`src/rtl/dcp_word_tx.sv`:
```
// Word-to-ASCII byte transmitter for the debug command processor.
// Prints a single character or an 8-digit hex word, one request at a time, over a valid/ready byte channel.
module dcp_word_tx #(
    parameter logic HEX_UPPER = 1'b1
) (
    input  logic        clk,
    input  logic        rstn,
    input  logic        req_tx,
    input  logic        type_tx,
    input  logic [31:0] dout_tx,
    output logic        ack_tx,
    output logic [7:0]  d_tx,
    output logic        vld_tx,
    input  logic        rdy_tx,
    output logic [1:0]  dbg_state_o
);

    // Byte channel: a byte moves on every rising clk edge where vld_tx & rdy_tx.
    // vld_tx and d_tx are registered; once vld_tx is high it stays high with d_tx
    // unchanged until that handshake happens (only reset can drop it early).

    typedef enum logic [1:0] {
        S_IDLE    = 2'd0,
        S_SEND    = 2'd1,
        S_ACK     = 2'd2,
        S_RELEASE = 2'd3
    } state_t;

    state_t      state_q, state_d;
    logic [31:0] shift_q, shift_d;
    logic [2:0]  cnt_q,   cnt_d;
    logic [7:0]  d_q,     d_d;
    logic        vld_q,   vld_d;

    function automatic logic [7:0] nib_to_ascii(input logic [3:0] n);
        logic [7:0] r;
        if (n < 4'd10) begin
            r = 8'h30 + {4'h0, n};
        end else if (HEX_UPPER) begin
            r = 8'h41 + {4'h0, n - 4'd10};
        end else begin
            r = 8'h61 + {4'h0, n - 4'd10};
        end
        return r;
    endfunction

    always_ff @(posedge clk or negedge rstn) begin
        if (!rstn) begin
            state_q <= S_IDLE;
            shift_q <= 32'h0;
            cnt_q   <= 3'd0;
            d_q     <= 8'h00;
            vld_q   <= 1'b0;
        end else begin
            state_q <= state_d;
            shift_q <= shift_d;
            cnt_q   <= cnt_d;
            d_q     <= d_d;
            vld_q   <= vld_d;
        end
    end

    always_comb begin
        state_d = state_q;
        shift_d = shift_q;
        cnt_d   = cnt_q;
        d_d     = d_q;
        vld_d   = vld_q;
        case (state_q)
            S_IDLE: begin
                if (req_tx) begin
                    // The digit count remembers the request type: 7 more digits follow for a word.
                    shift_d = dout_tx;
                    cnt_d   = type_tx ? 3'd7 : 3'd0;
                    d_d     = type_tx ? nib_to_ascii(dout_tx[31:28]) : dout_tx[7:0];
                    vld_d   = 1'b1;
                    state_d = S_SEND;
                end
            end
            S_SEND: begin
                if (vld_q && rdy_tx) begin
                    if (cnt_q == 3'd0) begin
                        vld_d   = 1'b0;
                        state_d = S_ACK;
                    end else begin
                        shift_d = {shift_q[27:0], 4'h0};
                        cnt_d   = cnt_q - 3'd1;
                        d_d     = nib_to_ascii(shift_q[27:24]);
                    end
                end
            end
            S_ACK: begin
                state_d = S_RELEASE;
            end
            S_RELEASE: begin
                // A level request still held high must not print a second time.
                if (!req_tx) begin
                    state_d = S_IDLE;
                end
            end
            default: begin
                state_d = S_IDLE;
            end
        endcase
    end

    assign ack_tx      = (state_q == S_ACK);
    assign d_tx        = d_q;
    assign vld_tx      = vld_q;
    assign dbg_state_o = state_q;

endmodule

```
`config.mk`:
```
export PLATFORM = sky130hd
export DESIGN_NAME = dcp_word_tx
export DESIGN_NICKNAME = d
export VERILOG_FILES = /design/src/rtl/dcp_word_tx.sv
export SDC_FILE = /design/constraint.sdc
export NUM_CORES = 1
export LEC_CHECK = 0
export CORE_AREA = 2 2 65 113
export DETAILED_ROUTE_END_ITERATION = 6
export DIE_AREA = 0 0 67 115
export PLACE_DENSITY = 0.66
export SYNTH_ARGS = -nofsm -noshare
export SYNTH_HDL_FRONTEND = slang
export SYNTH_SLANG_ARGS = --single-unit
```
`constraint.sdc`:
```
create_clock -name clk -period 1.9 [get_ports clk]
set_clock_uncertainty 0.1 [all_clocks]
set_input_delay 0.19 -clock clk [delete_from_list [all_inputs] [get_ports clk]]
set_output_delay 0.19 -clock clk [all_outputs]
set_load 0.1 [all_outputs]
```
==> run metrics <==
final worst setup slack=0.0695 ns; clk_lat worst skew=about 0.28 ns; post-route clock period utilization=a little over nine tenths; routability cong.=0.807; initial antenna violation count=0; Syn Std Cell Area=2400 um2; Post-synth top cells=dfrtp_1 (42), a21oi_1 (30), mux2i_1 (27); maximum buffer depth of the clock tree=2; Synth cell types=47; die area=7710 um2; vias in the first global route=2,073; Critical Path Source Type=register; fillers=674; cell row count=40; endpoint class of the critical path=register; Seq/Total Area, Yosys=a little over two fifths; Syn Inst Count=234; VDD IR-drop max=approximately 0.33 mV; yosys warns=0; first-pass GRT wire length=around 10 mm; RSZ-0062 raised after global routing=true; post-layout min period=1.83 ns; TritonCTS clock tree=built; Flop pwr share=44.0%; total wire length=6.06 mm; number of CTS-inserted buffers=5; DRC=0; Die Span X=67 um; Clock Pin Slew Worst Setup and Hold Paths=0.06 ns; PwrDens=646 nW/um2; Tot Pwr=about 2.1 mW; Die Span Y=115 um; leakage=1.61 nW; Synth Register Bits=42; CP Max Fanout=8; Crit Path Class=reg -> reg; Root Driver=clkbuf_16; leading area contributor after synthesis=dfrtp_1; Vias=2,025; final setup fails=0; Max-slew headroom=between 70% and 80%; Critical Path RT=1.97 ns; final hold viol count=0; Core Area=slightly below 7000 um2; Max-cap violations=0; EDFF count, synth=0; Comb pwr share=a little under an eighth; syn avg cell area=10.2 um2; Synth top area share=between 40% and 50%; Pins Over Slew Limit=0; final non-filler cell area=3320 um2; DP Worst Slack=-0.133 ns; top cells by area, synth=dfrtp_1 (44%), mux2i_1 (11%), a21oi_1 (6.3%); gr usage total=around 17%; I/O pins=49; CP arrival=between 1.5 and 2 ns; largest net degree at the start of global routing=55; setup bufs post-CTS=0; port buffer count=48; post-route non-filler standard cell count=379; Int Pwr=1.67 mW; P_sw=0.474 mW; Syn-to-layout area delta=38.6%; sequential cell area=1060 um2; Worst Max-Slew Pin Slew=0.326 ns; hpwl dp=4.51 mm; nets=341; status=completed; most common cell in the synthesized netlist=dfrtp_1; CTS sink count=42; vias per cell=5.34; drt pass-1 iters=4; Hold Path Class=in -> async; syn nets=between 200 and 300; Sw Share=22.1%; Placement Cell Area=3140 um2; initial DRC count=around 80; Initial Utilization=35.2%; Async SR Flop Fraction=100%; Clk pwr share=44.8%; dpl cells=370; wire per inst=16.0 um; CTS HTree Levels=2; area occupied by multi-input gates=1260 um2; Most used DFF post-synth=dfrtp_1; Routed Antenna Nets=0; ant diodes=0; fmax=0.546 GHz; grt ovf=0; layout cell share with drive strength beyond 1=21.7%
==> cells in the final DEF, fill, tap and decap left out, types with 4 or more instances in the layout <==
| cell | count |
|---|---|
| buf_4 | 25 |
| ha_1 | 7 |
| dfrtp_1 | 39 |
| buf_12 | 5 |
| and3_1 | 4 |
| a31oi_1 | 21 |
| clkbuf_16 | 5 |
| a21oi_1 | 30 |
| nand3_1 | 4 |
| nand2_1 | 4 |
| nand2b_1 | 4 |
| mux2i_1 | 27 |
| clkdlybuf4s50_1 | 35 |
| mux2_2 | 7 |
| inv_1 | 10 |
| nor2_1 | 7 |
==> what timing repair did <==
action | 4_1_cts | 5_1_grt
hold buffers | 1 | 0
setup endpoints to repair | 0 | 27
gates resized for setup | 0 | 4
endpoints found under the hold margin | 12 | 0
==> worst paths after layout <==
check	from	end	slack [ns]	cells past startpoint
worst max-delay path	dbg_state_o[1]$_DFFE_PN0P_	d_tx[2]$_DFFE_PN0P_	0.07	6
worst min-delay path	rstn	shift_q[23]$_DFFE_PN0P_	0.23	2
worst max register to register	dbg_state_o[1]$_DFFE_PN0P_	d_tx[2]$_DFFE_PN0P_	0.07	6
worst min register to register	shift_q[1]$_DFFE_PN0P_	shift_q[1]$_DFFE_PN0P_	0.38	1
max in group asynchronous	rstn	vld_tx$_DFFE_PN0P_	0.89	3
min in group clk	shift_q[1]$_DFFE_PN0P_	shift_q[1]$_DFFE_PN0P_	0.38	1
==> stage by stage <==
stage               util [%]  TNS (ns)  hold WS, ns
CTS                     48.7         0        0.244
finish                  48.8         0        0.233
global placement        46.1    -0.103    -0.000383
global route            48.8   -0.0121        0.286
detailed placement      46.1    -0.133      0.00163
floorplan                  -    -0.115       -0.206
==> kinds of logic (layout without fill, tap and decap cells) <==
logic type	after synthesis	in the layout	synth area share, %
AO/OA/AOI/OAI	83	83	22.9
XOR/XNOR	4	4	1.46
adder cells (fa/ha/maj)	10	10	5.22
buffers and inverters	29	90	5.01
flip-flops	42	42	43.8
multiplexers	34	34	14.6
AND/OR/NAND/NOR	32	32	6.99
==> critical path, cell delays in order, from the launching register on <==
cell and delay (ns):
dfrtp_4 0.49, inv_4 0.08, ha_4 0.19, nor2_1 0.08
a32o_1 0.22, a311o_1 0.31, mux2_2 0.26
==> power by group through the flow <==
| stage | Sequential (mW) | Combinational, mW | Clock (mW) |
|---|---|---|---|
| CTS | 0.944 | 0.246 | 0.992 |
| global route | 0.947 | 0.268 | 1.02 |
| global placement | 0.960 | 0.241 | 0 |
| detailed placement | 0.961 | 0.244 | 0 |
| floorplan | 0.969 | 0.0868 | 0 |
| finish | 0.945 | 0.242 | 0.962 |
==> per-layer routing <==
layer	global-route usage [%]	share of wire, %
met5	0	0
met4	7.35	2.7
met3	2.54	3.6
met2	29.6	54
met1	19.9	39
==> sequential cells by signal (all words and copies together) (netlist names) <==
name / cells
dbg_state_o: 2
d_tx: 8
vld_tx: 1
shift_q: 28
cnt_q: 3
==> final cells by class <==
class / count / area share [%]
multi-input cells: 163 / 38.0
well taps: 84 / 3.16
inverters: 13 / 1.62
flip-flops and latches: 42 / 31.9
repair buffers: 69 / 20.3
clock inverters: 2 / 1.13
clock buffers: 6 / 3.88
No activity file was read; power rests on OpenSTA's default activity.
==> RTL edit, RTL diff (same flow settings) <==
The parameter `HEX_UPPER` goes from 1'b1 to 1'b0.
--- a/src/rtl/dcp_word_tx.sv
+++ b/src/rtl/dcp_word_tx.sv
@@ -2,5 +2,5 @@
 // Prints a single character or an 8-digit hex word, one request at a time, over a valid/ready byte channel.
 module dcp_word_tx #(
-    parameter logic HEX_UPPER = 1'b1
+    parameter logic HEX_UPPER = 1'b0
 ) (
     input  logic        clk,
Function: changed (a bounded check fails within 4 cycles, from zero or initial values and one cycle with rstn low).
==> RTL edit against the original RTL <==
Non-clock buffer count rose by 12. Synthesized area increased by 3.8%. Cell area grew 6.1%. Wire length grew 5.3%. Worst setup slack worse by 31 ps. First-iteration DRC count up 62%. Sequential power down 5.4%. Utilization rose by 3.0 points. Die area unchanged. Total power decreased by 11%. Global-route usage grew 1.1 points. Sequential cell count unchanged. Largest cell class unchanged. Highest routed layer unchanged.
==> RTL edit: results (changes against the original RTL) <==
metric,value,unit,change
grt_pass1_wl,10600,um,was 9890 um
grtUsageTotal,17.9,%,was 16.9%
cp_max_fo,21,,was 8
synth_nets,301,,was 281
avgRoutedWirePerCell,15.6,um,was 16.0 um
gp_congestion,0.841,,was 0.807
dr.pass1.iters,4,,unchanged
hpwl,4780,um,was 4510 um
first_global_vias,2254,,was 2073
r2r_end,cnt_q[0],,was d_tx[2]
peakVddDrop,400,uV,was 333 uV
fillers,663,,was 674
clk_path_buf_depth,2,,unchanged
drt_iter0_drc,126,,was 78
synthTopCellsByArea,"dfrtp_1 (42%), o21ai_0 (11%), mux2i_1 (10%)",,"was dfrtp_1 (44%), mux2i_1 (11%), a21oi_1 (6.3%)"
rrSetupSlack,40,ps,was 70 ps
postCtsSetupRepairBufs,0,,unchanged
pre_cts_ws,-207,ps,was -133 ps
largest_reg_flops,28,,unchanged
dp.cells,399,,was 370
place_area,3320,um2,was 3140 um2
avgSynthCellArea,9.88,um2,was 10.2 um2
drive_gt1_share,22.8,%,was 21.7%
vias,2187,,was 2025
crit_path_start,dbg_state_o[0],,was dbg_state_o[1]
cellLeakagePower,1.70,nW,was 1.61 nW
maxSlewHeadroom,64.5,%,was 78.2%
status,"finished, final reports clean",,unchanged
hold_path_class,in2async,,unchanged
syn2layout_area_growth,41.6,%,was 38.6%
synth_seq_area_share,42.2,%,was 43.8%
clk_pin_slew,60,ps,about the same
cts_made_buffers,5,,unchanged
async_flop_share,100,%,unchanged
nets,372,,was 341
wl,6380,um,was 6060 um
cp.arrival,1950,ps,was 1900 ps
grt_start_max_net_pins,28,,was 55
overflow,0,,unchanged
synth_warnings,0,,unchanged
yosys-top-cells-count,"o21ai_0 (56), dfrtp_1 (42), mux2i_1 (25)",,"was dfrtp_1 (42), a21oi_1 (30), mux2i_1 (27)"
r2r_cells,7,,was 6
synthDistinctLibCells,44,,was 47
layout_min_cycle_time,1860,ps,was 1830 ps
-- RTL edit: cell count changes in the layout (fill, tap and decap cells not counted), moves of 3 or more --
| cell | change |
|---|---|
| buf_12 | +3 |
| o21ai_0 | +29 |
| a31o_2 | -3 |
| nor3_1 | +3 |
| a31oi_1 | -21 |
| a21oi_1 | -20 |
| buf_4 | +7 |
| nand2b_1 | -3 |
| o21ai_1 | +27 |
| mux2_2 | -4 |
| a211oi_1 | +3 |
| nor3b_1 | +4 |
-- RTL edit: layout make-up --
cell class	instances	area share, %
Timing Repair Buffer	81	23.0
Inverter	12	1.63
Clock buffer	6	3.94
Clock inverter	2	0.355
Multi-Input combinational cell	181	38.0
Tap cell	84	2.98
Sequential cell	42	30.1
-- RTL edit: worst min path at each step --
stage | endpoint | cells past startpoint
after floorplan | cnt_q[0] | 0
after global placement | dbg_state_o[1] | 1
after detailed placement | dbg_state_o[1] | 1
after CTS | dbg_state_o[1] | 2
after global routing | dbg_state_o[1] | 2
final | dbg_state_o[1] | 2
-- RTL edit: kinds of logic after synthesis --
group | count (synthesis) | synth area share (%)
AND/OR/NAND/NOR | 42 | 9.60
AO/OA/AOI/OAI | 94 | 22.9
XOR/XNOR | 5 | 1.76
buffers and inverters | 29 | 6.08
adder cells (fa/ha/maj) | 12 | 6.03
multiplexers | 28 | 11.4
flip-flops | 42 | 42.2
-- RTL edit: timing repair --
| item | CTS | global route |
|---|---|---|
| hold buffers | 1 | 0 |
| pin swaps | 0 | 1 |
| endpoints found under the setup margin | 9 | 14 |
| hold endpoints to repair | 21 | 0 |
| gates resized for setup | 1 | 11 |
-- RTL edit: where the power goes --
| part | switching, mW | total (mW) | internal (mW) | leakage, nW |
|---|---|---|---|---|
| combinational | 0.0628 | 0.159 | 0.0958 | 1.05 |
| sequential | 0 | 0.894 | 0.894 | 0.573 |
| clock | 0.348 | 0.868 | 0.520 | 0.0729 |
-- RTL edit: worst max-delay path, stage by stage (launching register included) --
cell      delay (ps)
dfrtp_4          450
inv_4             50
ha_4             170
nor2b_4          120
o21bai_4         190
or2_4            280
buf_12           160
o31ai_1          240
-- RTL edit: metal layers --
layer  vias up  part of all wire (%)  track usage (%)
met2        61                    52             30.8
met5         -                     0                0
met4         0                   3.6             7.76
li1       1055                     -                -
met1      1056                    41             21.8
met3        15                   3.7             2.74
-- RTL edit: through the flow --
stage / utilization [%] / hold WS [ps]
floorplan: - / -206
global placement: 48.7 / 98.3
detailed placement: 48.7 / 95.8
CTS: 51.1 / 334
global route: 51.8 / 391
finish: 51.8 / 318
